## config.mk

```make
export PLATFORM = sky130hd
export DESIGN_NAME = mem_port_arbiter
export DESIGN_NICKNAME = d
export VERILOG_FILES = /design/src/rtl/mem_arb_pkg.sv /design/src/rtl/mem_arb_rr.sv /design/src/rtl/mem_port_arbiter.sv
export SDC_FILE = /design/constraint.sdc
export NUM_CORES = 1
export LEC_CHECK = 0
export CELL_PAD_IN_SITES_DETAIL_PLACEMENT = 0
export CELL_PAD_IN_SITES_GLOBAL_PLACEMENT = 1
export CORE_MARGIN = 4
export CORE_UTILIZATION = 26
export CTS_CLUSTER_SIZE = 14
export DETAILED_ROUTE_END_ITERATION = 16
export GPL_ROUTABILITY_DRIVEN = 0
export PLACE_DENSITY = 0.87
export SYNTH_ARGS = -nofsm -noshare
export SYNTH_HDL_FRONTEND = slang
export SYNTH_SLANG_ARGS = --single-unit
```

## constraint.sdc

```tcl
create_clock -name clock -period 1.9 [get_ports clock]
set_input_delay 0.285 -clock clock [delete_from_list [all_inputs] [get_ports clock]]
set_output_delay 0.285 -clock clock [all_outputs]
set_load 0.02 [all_outputs]
```

## src/rtl/mem_arb_pkg.sv

```systemverilog
// mem_port_arbiter shared types: FSM states, op codes, default widths.
package mem_arb_pkg;

   localparam int ADDR_W_DEF  = 16;
   localparam int DATA_W_DEF  = 8;
   localparam int BEATS_DEF   = 4;
   localparam int TIMEOUT_DEF = 64;

   typedef enum logic [2:0] {
      IDLE,
      ARB,
      WAIT_BUSY,
      WAIT_READY,
      XFER,
      DONE
   } state_t;

   typedef enum logic {
      OP_RD,
      OP_WR
   } op_t;

endpackage

```

## src/rtl/mem_arb_rr.sv

```systemverilog
// Two-input round-robin picker; a tie goes to the port that did not win last.
module mem_arb_rr (
   input  logic [1:0] req,
   input  logic       last,
   output logic [1:0] win
);

   always_comb begin
      win = 2'b00;
      case (req)
         2'b01:   win = 2'b01;
         2'b10:   win = 2'b10;
         2'b11:   win = last ? 2'b01 : 2'b10;
         default: win = 2'b00;
      endcase
   end

endmodule

```

## src/rtl/mem_port_arbiter.sv

```systemverilog
// Shares one memory port between two cache controllers (4-beat line ops).
// Optional watchdog on the memory wait phases: define MEM_ARB_TIMEOUT_EN.
module mem_port_arbiter
   import mem_arb_pkg::*;
#(
   parameter int ADDR_W      = ADDR_W_DEF,
   parameter int DATA_W      = DATA_W_DEF,
   parameter int BEATS       = BEATS_DEF,
   parameter int TIMEOUT_CYC = TIMEOUT_DEF,
   localparam int BW         = $clog2(BEATS)
) (
   input  logic              clock,
   input  logic              reset,
   input  logic              rd_req_0,
   input  logic              rd_req_1,
   input  logic              wr_req_0,
   input  logic              wr_req_1,
   input  logic [ADDR_W-1:0] addr_0,
   input  logic [ADDR_W-1:0] addr_1,
   input  logic [DATA_W-1:0] wdata_0,
   input  logic [DATA_W-1:0] wdata_1,
   output logic              gnt_0,
   output logic              gnt_1,
   output logic              wbeat_0,
   output logic              wbeat_1,
   output logic              rvalid_0,
   output logic              rvalid_1,
   output logic [DATA_W-1:0] rdata,
   output logic [BW-1:0]     beat,
   output logic              done_0,
   output logic              done_1,
   output logic              err_0,
   output logic              err_1,
   output logic [ADDR_W-1:0] addr_mem,
   output logic              read_mem_enable,
   output logic              write_mem_enable,
   output logic [DATA_W-1:0] mem_wdata,
   input  logic [DATA_W-1:0] mem_rdata,
   input  logic              ready_memory
);

   state_t               state;
   state_t               state_n;
   logic [1:0]           req_q;
   logic [1:0]           wr_q;
   logic [1:0]           win;
   logic                 sel;
   op_t                  op;
   logic [ADDR_W-BW-1:0] line_q;
   logic                 last;
   logic [BW-1:0]        beat_q;
   logic [DATA_W-1:0]    rdata_q;
   logic [1:0]           rv_q;
   logic                 busy;
   logic                 xfer;
   logic                 abort;
   logic                 unused_lo;

   assign unused_lo = ^{addr_0[BW-1:0], addr_1[BW-1:0]};

   mem_arb_rr u_rr (
      .req  (req_q),
      .last (last),
      .win  (win)
   );

`ifdef MEM_ARB_TIMEOUT_EN
   localparam int CW = $clog2(TIMEOUT_CYC + 1);
   logic [CW-1:0] wd_cnt;
   logic [1:0]    err_q;
   logic          wait_st;
   logic          wd_hit;

   assign wait_st = (state == WAIT_BUSY) || (state == WAIT_READY);
   assign wd_hit  = wait_st && (wd_cnt == CW'(TIMEOUT_CYC - 1));
   assign err_0   = err_q[0];
   assign err_1   = err_q[1];

   always_ff @(posedge clock) begin
      if (reset) begin
         wd_cnt <= '0;
         err_q  <= 2'b00;
      end else begin
         wd_cnt <= (wait_st && state_n == state) ? wd_cnt + 1'b1 : '0;
         err_q  <= abort ? {sel, ~sel} : 2'b00;
      end
   end
`else
   logic [31:0] unused_to;
   logic        wd_hit;

   assign unused_to = TIMEOUT_CYC;
   assign wd_hit    = 1'b0;
   assign err_0     = 1'b0;
   assign err_1     = 1'b0;
`endif

   always_comb begin
      state_n = state;
      abort   = 1'b0;
      unique case (state)
         IDLE:       if (|req_q_in()) state_n = ARB;
         ARB:        state_n = WAIT_BUSY;
         WAIT_BUSY:  if (!ready_memory) state_n = WAIT_READY;
         WAIT_READY: if (ready_memory) state_n = XFER;
         XFER:       if (beat_q == BW'(BEATS - 1)) state_n = DONE;
         DONE:       state_n = IDLE;
         default:    state_n = IDLE;
      endcase
      // A normal exit in the same cycle beats the watchdog.
      if (wd_hit && state_n == state) begin
         state_n = IDLE;
         abort   = 1'b1;
      end
   end

   function automatic logic [1:0] req_q_in();
      return {rd_req_1 | wr_req_1, rd_req_0 | wr_req_0};
   endfunction

   always_ff @(posedge clock) begin
      if (reset) begin
         state   <= IDLE;
         req_q   <= 2'b00;
         wr_q    <= 2'b00;
         sel     <= 1'b0;
         op      <= OP_RD;
         line_q  <= '0;
         last    <= 1'b1;
         beat_q  <= '0;
         rdata_q <= '0;
         rv_q    <= 2'b00;
      end else begin
         state <= state_n;
         if (state == IDLE) begin
            req_q <= req_q_in();
            wr_q  <= {wr_req_1, wr_req_0};
         end
         if (state == ARB) begin
            sel    <= win[1];
            last   <= win[1];
            op     <= wr_q[win[1]] ? OP_WR : OP_RD;
            line_q <= win[1] ? addr_1[ADDR_W-1:BW] : addr_0[ADDR_W-1:BW];
         end
         if (xfer) beat_q <= beat_q + 1'b1;
         if (xfer && op == OP_RD) rdata_q <= mem_rdata;
         rv_q <= (xfer && op == OP_RD) ? {sel, ~sel} : 2'b00;
      end
   end

   assign busy = (state == WAIT_BUSY) || (state == WAIT_READY) ||
                 (state == XFER);
   assign xfer = (state == XFER);

   assign gnt_0            = busy & ~sel;
   assign gnt_1            = busy & sel;
   assign read_mem_enable  = busy & (op == OP_RD);
   assign write_mem_enable = busy & (op == OP_WR);
   assign wbeat_0          = xfer & (op == OP_WR) & ~sel;
   assign wbeat_1          = xfer & (op == OP_WR) & sel;
   assign done_0           = (state == DONE) & ~sel;
   assign done_1           = (state == DONE) & sel;
   assign rvalid_0         = rv_q[0];
   assign rvalid_1         = rv_q[1];
   assign rdata            = rdata_q;
   assign beat             = beat_q;
   assign addr_mem  = busy ? {line_q, (xfer ? beat_q : BW'(0))} : '0;
   assign mem_wdata = busy ? (sel ? wdata_1 : wdata_0) : '0;

endmodule
```

* Word level (Yosys, flattened, before mapping)
Index checks and enable logic that the tools add are counted.
** Storage, ports and cells
- Word-level logic and storage cells :: 61
- Register bits after elaboration :: 36
- Output and inout bits :: 46
- Input bits :: 63
** Operators by class
- Reduce and logical (&&, ||, !) cells :: 7
- Eq/ne operators :: 13
- Add/sub/neg operators :: 1
- Mux-type cells :: 15
- Magnitude comparators :: 1
- Bitwise gates (word level) :: 14
** Operators by type and width (count)
- 2-to-1 mux 16 bit :: 1
- 2-to-1 mux 8 bit :: 2
- one-hot mux 3 bit (5 select lines) :: 1
- 2-to-1 mux 14 bit :: 1
- 2-to-1 mux 3 bit :: 4
- AND 1 bit :: 9
- equality test 2 bit (second input constant) :: 3
- equality test 3 x 2 -> 1 bit (second input constant) :: 2
- equality test 3 bit (second input constant) :: 2
- != test 2 bit (second input constant) :: 3
- one-hot mux 2 bit (3 select lines) :: 1
- 2-to-1 mux 2 bit :: 2
- AND reduction 4 bit :: 1
- OR reduction 2 bit :: 2
- equality test 3 x 1 -> 1 bit (second input constant) :: 1
- logical NOT 3 bit :: 1
- 2-to-1 mux 1 bit :: 3
- NOT 1 bit :: 3
- adder 2 x 1 -> 2 bit (second input constant) :: 1
- equality test 2 x 1 -> 1 bit (second input constant) :: 1
- logical OR 1 bit :: 2
- < comparator 1 x 2 -> 1 bit (second input constant) :: 1
- != test 2 x 1 -> 1 bit (second input constant) :: 1
- OR 1 bit :: 2
- logical AND 1 bit :: 1

* Logic depth before layout (Yosys ltp)
Gate-level depths: netlist of the first run.
- Depth in word-level cells :: 5
- Mapped depth :: 6
- Gate-level depth less buffers :: 3

* Cells and area by module
Synthesis of the first run repeated with hierarchy kept, for this count alone.
** Unflattened totals
- Cell total of the unflattened synthesis :: 207
- Area total of the unflattened synthesis :: 1895.6 um^2
** Modules (own cells, without submodules)
- mem_port_arbiter :: seq. area each 720.7 um^2, instances 1, cells an instance 204, area each 1876.8 um^2
- mem_arb_rr :: seq. area each 0.0 um^2, instances 1, cells an instance 3, area each 18.8 um^2

* Worst setup path after synthesis of the first run
OpenSTA, ideal clock, no wires.
- Path type :: reg2out
- Start point :: reg state[0]
- End point :: out addr_mem[10]
- Stages on the path, launching flop included :: 5
- Data required time :: 1.615 ns
- Arrival time :: 1.364 ns
- Setup slack :: 0.251 ns
- Buffers on the path :: 1
- Cells stage by stage :: dfxtp_1 > nor3b_2 > nor2_2 > buf_2 > nor2b_1
** On the way
- Cells in the longest elaborated chain, start to end :: 4
- Elaborated cells on any way between the ends :: 6
- Those cells by class :: eq/ne (3); mux (1); reduce/logical (2)
** RTL lines
- start, declared :: line mem_port_arbiter.sv:42 : state_t state;
- start signal, assigned :: line mem_port_arbiter.sv:134 : state <= state_n;
- equality test 3 x 2 -> 1 bit :: line mem_port_arbiter.sv:151 : assign busy = (state == WAIT_BUSY) || (state == WAIT_READY) ||
- logical OR 1 bit :: line mem_port_arbiter.sv:151
- logical OR 1 bit (*) :: line mem_port_arbiter.sv:151
- 2-to-1 mux 16 bit (*) :: line mem_port_arbiter.sv:167 : assign addr_mem = busy ? {line_q, (xfer ? beat_q : BW'(0))} : '0;
- end, declared :: line mem_port_arbiter.sv:34 : output logic [ADDR_W-1:0] addr_mem,
Mark *: on every way between the ends. The rest lies on a longest branch, timed or not.

* Worst setup path in the final report of the first run
- Start point :: reg state[2]
- End point :: out gnt_0
** On the way
- Cells in the longest elaborated chain, start to end :: 4
- Elaborated cells on any way between the ends :: 6
- Those cells by class :: eq/ne (3); bitwise (1); reduce/logical (2)
** RTL lines
- equality test 3 x 2 -> 1 bit :: line mem_port_arbiter.sv:151
- logical OR 1 bit :: line mem_port_arbiter.sv:151
- logical OR 1 bit (*) :: line mem_port_arbiter.sv:151
- AND 1 bit (*) :: line mem_port_arbiter.sv:155 : assign gnt_0 = busy & ~sel;
- end, declared :: line mem_port_arbiter.sv:22 : output logic gnt_0,
Marked as above.

==> results.py, run 1 <==
metrics = {
    "run_status": {
        "run_status": "finished clean",
    },
    "detailed_routing": {
        "vias": 1896,
        "ant_nets": 0,
        "detail_route.iter0.violations": 68,
        "drt_pre_antenna_iters": 4,
        "routedWlPerCell_um": 14.0,
        "viasPerCell": 4.46,
        "drcViolationCount": 0,
        "routed_wl_um": 5960,
    },
    "logic_synthesis": {
        "netlist_area_um2": 1880,
        "synth_top_area_cell": "dfxtp_1",
        "ys.warnings.count": 0,
        "syn-instance-count": 221,
        "synth_cell_types": 37,
        "avgSynthCellArea_um2": 8.50,
        "yosys_register_bits": 36,
        "yosysSeqAreaShare": 0.383,
        "synth_top_area_frac": 0.383,
        "synthTopCellsByArea": "dfxtp_1 38%, nor2_1 7.2%, nand2_1 7.0%",
    },
    "setup_path": {
        "r2r-start": "state[0]",
        "worstPathMaxFanout": 6,
        "r2r_end": "line_q[1]",
        "slowest_delay_ns": 0.35,
        "rrSetupSlack_ns": 0.39,
        "cp-start-kind": "flip-flop",
        "cp_data_arrival_time_ns": 1.57,
        "cp.depth": 5,
        "worstPathCellList": "nor3b_4 > buf_6 > nor2_2 > nor2_1 > clkdlybuf4s15_2",
        "critical-path-top-delay-family": "simple AND/OR/NAND/NOR gates",
        "cp_slowest_cell": "dfxtp_2",
        "reg2reg_depth": 5,
        "worstPathRequired_ns": 1.62,
        "path_class": "flip-flop to output port",
        "cp-endpoint": "gnt_0",
        "endpoint_kind": "output port",
        "critical_path.startpoint": "state[2]",
        "critPathBufInv": 2,
    },
    "timing": {
        "rsz0062_at_grt": "true",
        "tns_ns": 0,
        "fin_skew_ns": 0.00605,
        "setup_viol_count_final": 0,
        "slew_violations": 0,
        "hold_viol": 0,
        "finalCritPeriodShare": 0.979,
        "postLayoutSetupSlackWorst_ns": 0.0408,
        "post-route-min-period_ns": 1.86,
        "maxSlewHeadroom": 0.649,
        "fmax_ghz": 0.538,
        "worst_pin_slew_ns": 0.524,
    },
    "clock_tree": {
        "hold_buffers": 0,
        "clk_pin_slew_ns": 0.07,
        "numClockSinks": 36,
        "cts_made_buffers": 5,
        "htreeDepth": 2,
        "clock_path_buffers": 2,
        "cts_tree": "yes",
        "cts_root_buf": "clkbuf_8",
        "clk_latency_ns": 0.29,
    },
    "global_route": {
        "grt_overflow": 0,
        "grt_use_met3": 0.0314,
        "grt_pass1_wl_um": 9280,
        "grt_antenna_before_repair": 0,
        "grt_start_max_net_pins": 37,
        "grtUsageTotal": 0.137,
        "grt_pass1_vias": 1853,
        "grt_use_met1": 0.175,
        "met2_usage": 0.226,
        "top_usage_layer": "met2",
    },
    "job": {
        "maxCapViolCount": 0,
    },
    "layout": {
        "fin_area_um2": 3050,
        "final_nets": 392,
        "final_cells": 425,
        "synthToLayoutAreaGrowth_pct": 62.5,
        "diodes": 0,
        "drive_gt1_frac": 0.246,
    },
    "die": {
        "die-area_um2": 8650,
        "initial_utilization": 0.272,
        "design.core.area_um2": 6910,
        "die_h_um": 93.0,
        "rows": 30,
        "ios": 109,
        "fp.dieW_um": 93.0,
    },
    "placed_design": {
        "pre_cts_ws_ns": -0.436,
        "dpl-instance-area_um2": 3010,
        "io_buffers": 102,
        "dp_hpwl_um": 4120,
        "placed_cells": 414,
    },
    "pwr": {
        "power.density_nw_per_um2": 749,
        "peakVddDrop_mv": 0.275,
        "leakage_uw": 0.00120,
    },
    "min_path": {
        "min_path_type": "flip-flop to flip-flop",
    },
}
-- synthesized netlist by cell type, drive strengths merged --
library cell and instances:
conb 1, and3 2, a211oi 17, a311oi 1, nor2 37, nor3 2
nor4b 1, nor2b 17, nand2 35, or3b 1, and2 2, xnor2 1
a31oi 1, nor4bb 1, clkbuf 2, or4b 1, a21bo 1, nor4 1
ha 1, a2bb2oi 1, and4b 1, nor3b 3, mux2 1, a21oi 25
buf 17, dfxtp 36, mux2i 11, a21boi 1
-- worst register-to-register path, delay by kind of cell (launching register included) --
family	cells	cell delay, ns
buffers and inverters	2	0.42
AOI/OAI and AO/OA	2	0.25
and+or+nand+nor	1	0.35
DFF	1	0.38
-- layer usage --
metal	wire, um	vias up
met5	0	-
met4	75	0
met3	401	5
met2	2880	66
met1	2600	867
li1	-	958
-- how the worst min path moves through the flow --
stage / start / endpoint / slack [ns] / cells past startpoint
floorplan: mem_rdata[0] / rdata[0] / 0.42 / 2
global placement: rdata[5] / rdata[5] / 0.44 / 2
detailed placement: rdata[3] / rdata[3] / 0.45 / 2
CTS: rdata[3] / rdata[3] / 0.46 / 2
global route: wr_q[0] / op / 0.49 / 2
finish: rdata[3] / rdata[3] / 0.46 / 2
-- logic make-up (layout without fill, tap and decap cells) --
kind of cell    count (synthesis)  in the layout  synth area share
compound gates                 47             47             0.182
xor+xnor                        1              1           0.00466
fa+ha+maj                       1              1           0.00666
buf+inv                        19            124            0.0732
flops                          36             36             0.383
mux                            12             12            0.0646
other cells                     1              2           0.00200
simple gates                  104            106             0.284
-- stage by stage --
step	hold WS (ns)	total power [uW]	util
after floorplan	0.421	1300	-
after global placement	0.444	1570	0.436
after detailed placement	0.451	1580	0.436
after CTS	0.462	2330	0.460
after global routing	0.493	2420	0.442
final	0.460	2290	0.442
-- layout by cell type, fill, tap and decap left out, drive strengths merged, types with 2 or more instances in the layout --
cell type,synthesis,final
a211oi,17,17
a21oi,25,25
and2,2,2
and3,2,2
buf,17,24
clkbuf,2,25
clkdlybuf4s15,0,3
clkdlybuf4s50,0,70
conb,1,2
dfxtp,36,36
mux2i,11,11
nand2,35,35
nor2,37,39
nor2b,17,17
nor3,2,2
nor3b,3,3
-- area by class of cell --
type	instances	area (um2)
timing repair buffer	116	1020
clock buffer	7	96.3
clock inverter	1	30.0
multi-input combinational	169	1070
tap	96	120
fill	738	3850
sequential	36	722
-- flip-flops by register name, indices dropped and copies added, names as in the netlist --
name / flops
rv_q: 2
rdata: 8
sel: 1
last: 1
wr_q: 2
req_q: 2
op: 1
line_q: 14
state: 3
beat: 2
-- power breakdown --
| part | switching (uW) | total [uW] | internal, uW |
|---|---|---|---|
| logic | 359 | 682 | 323 |
| registers | 45.1 | 870 | 825 |
| clock network | 270 | 733 | 463 |
| total | 675 | 2290 | 1610 |
-- timing repair --
action	CTS	global route
resized for setup	75	38
gates cloned	1	1
pin swaps	1	0
setup endpoints to repair	32	31
hold endpoints to repair	0	0
setup buffers	1	0
No activity file was read; power rests on OpenSTA's default activity.
==> run 2, diff against run 1 <==
--- a/config.mk
+++ b/config.mk
@@ -12,7 +12,9 @@
 export CTS_CLUSTER_SIZE = 14
 export DETAILED_ROUTE_END_ITERATION = 16
 export GPL_ROUTABILITY_DRIVEN = 0
+export GPL_TIMING_DRIVEN = 0
 export PLACE_DENSITY = 0.87
+export SETUP_SLACK_MARGIN = 0.02
 export SYNTH_ARGS = -nofsm -noshare
 export SYNTH_HDL_FRONTEND = slang
 export SYNTH_SLANG_ARGS = --single-unit
==> results.py, run 2 (synthesis gave the netlist of run 1 again) <==
metrics = {
    "clock_tree": {
        "cts_made_buffers": 5,
        "numClockSinks": 36,
        "clock_path_buffers": 2,
        "cts_tree": "yes",
        "cts_root_buf": "clkbuf_8",
        "clk_pin_slew_ns": 0.07,
        "clk_latency_ns": 0.29,
        "htreeDepth": 2,
        "hold_buffers": 0,
    },
    "timing": {
        "setup_viol_count_final": 0,
        "fmax_ghz": 0.547,
        "worst_pin_slew_ns": 0.739,
        "fin_skew_ns": 0.00798,
        "tns_ns": 0,
        "post-route-min-period_ns": 1.83,
        "maxSlewHeadroom": 0.506,
        "slew_violations": 0,
        "hold_viol": 0,
        "rsz0062_at_grt": "true",
        "finalCritPeriodShare": 0.963,
    },
    "placed_design": {
        "dp_hpwl_um": 4380,
        "io_buffers": 101,
        "dpl-instance-area_um2": 3010,
    },
    "die": {
        "ios": 109,
        "initial_utilization": 0.272,
        "rows": 30,
        "design.core.area_um2": 6910,
        "die-area_um2": 8650,
        "die_h_um": 93.0,
        "fp.dieW_um": 93.0,
    },
    "global_route": {
        "grt_pass1_vias": 1947,
        "grtUsageTotal": 0.136,
        "grt_start_max_net_pins": 12,
        "grt_overflow": 0,
        "grt_pass1_wl_um": 9410,
        "grt_antenna_before_repair": 0,
    },
    "detailed_routing": {
        "vias": 1933,
        "routedWlPerCell_um": 13.6,
        "drt_pre_antenna_iters": 4,
        "ant_nets": 0,
        "routed_wl_um": 5900,
        "drcViolationCount": 0,
        "viasPerCell": 4.45,
        "detail_route.iter0.violations": 43,
    },
    "layout": {
        "postLayoutCoreUtil": 0.455,
        "final_common_cell": "clkdlybuf4s50_1",
        "synthToLayoutAreaGrowth_pct": 67.2,
        "final_cell_mix": "69 x clkdlybuf4s50_1, 35 x nand2_1, 33 x nor2_1, 33 x dfxtp_1, 21 x buf_2",
        "drive_gt1_frac": 0.254,
        "final_nets": 401,
        "fin_area_um2": 3140,
        "diodes": 0,
        "regMostFlops": "line_q",
        "largest_reg_flops": 14,
    },
    "setup_path": {
        "worstPathCellList": "buf_8 > nor2b_4 > nor2_4 > buf_6 > buf_6 > nor2_2 > buf_4",
        "critical-path-top-delay-family": "buffers and inverters",
        "crit_path_frequent_cell": "buf_6",
        "worstPathMaxFanout": 10,
        "cp_slowest_cell": "dfxtp_4",
        "critPathBufInv": 4,
        "cp_data_arrival_time_ns": 1.54,
        "cp-start-kind": "flip-flop",
        "endpoint_kind": "output port",
        "path_class": "flip-flop to output port",
        "worstPathRequired_ns": 1.62,
        "slowest_delay_ns": 0.36,
    },
    "job": {
        "maxCapViolCount": 0,
    },
    "run_status": {
        "run_status": "finished clean",
    },
    "min_path": {
        "min_path_type": "primary input to flip-flop",
    },
    "pwr": {
        "peakVddDrop_mv": 0.266,
        "power.density_nw_per_um2": 718,
        "leakage_uw": 0.00126,
    },
}
## run 2: cell types whose count changed in the layout (fill, tap and decap cells not counted), sizes merged
| cell | previous run | this run |
|---|---|---|
| buf | 24 | 47 |
| clkbuf | 25 | 10 |
| clkdlybuf4s50 | 70 | 69 |
| clkinv | 0 | 1 |
| dlygate4sd2 | 1 | 4 |
| nor2 | 39 | 37 |
## run 2: layout make-up
type	instances	area [um2]
clock inverters	2	35.0
clock buffers	6	72.6
flip-flops and latches	36	727
plain buffers	19	165
multi-input cells	167	1070
fillers	727	3760
repair buffers	108	957
well taps	96	120
## run 2: through the flow
step	hold slack, ns	cells	total power (uW)	setup slack (ns)
5_1_grt	0.342	434	2380	-0.0119
3_5_place_dp	0.451	419	1590	-0.405
6_report	0.315	434	2260	0.0711
2_1_floorplan	0.421	222	1300	0.251
3_3_place_gp	0.443	419	1580	-0.428
4_1_cts	0.316	432	2280	0.0214
## run 2: power breakdown
part	internal, uW	switching (uW)	leakage [uW]
combinational	360	361	0.000908
clock	390	277	0.0000552
sequential	826	44.1	0.000296
total	1580	682	0.00126
## run 2: final timing paths
check            from           end  slack, ns  cells past startpoint
max          state[1]  mem_wdata[5]       0.07                      7
max reg2reg  req_q[1]     line_q[6]       0.37                      4
min reg2reg  rdata[3]      rdata[3]       0.46                      2
min             reset     line_q[1]       0.32                      2
## run 2: timing repair
action	CTS	global route
cloned	1	0
buffers inserted	4	2
gates resized for setup	108	32
pin swaps	2	2
endpoints found under the setup margin	32	28
## run 2: metal layers
| metal | up-vias | track usage | wire length (um) |
|---|---|---|---|
| met2 | 72 | 0.226 | 2850 |
| met1 | 879 | 0.170 | 2500 |
| met3 | 6 | 0.0346 | 465 |
| met4 | 0 | 0.0476 | 82 |
| li1 | 976 | - | - |
| met5 | - | 0 | 0 |
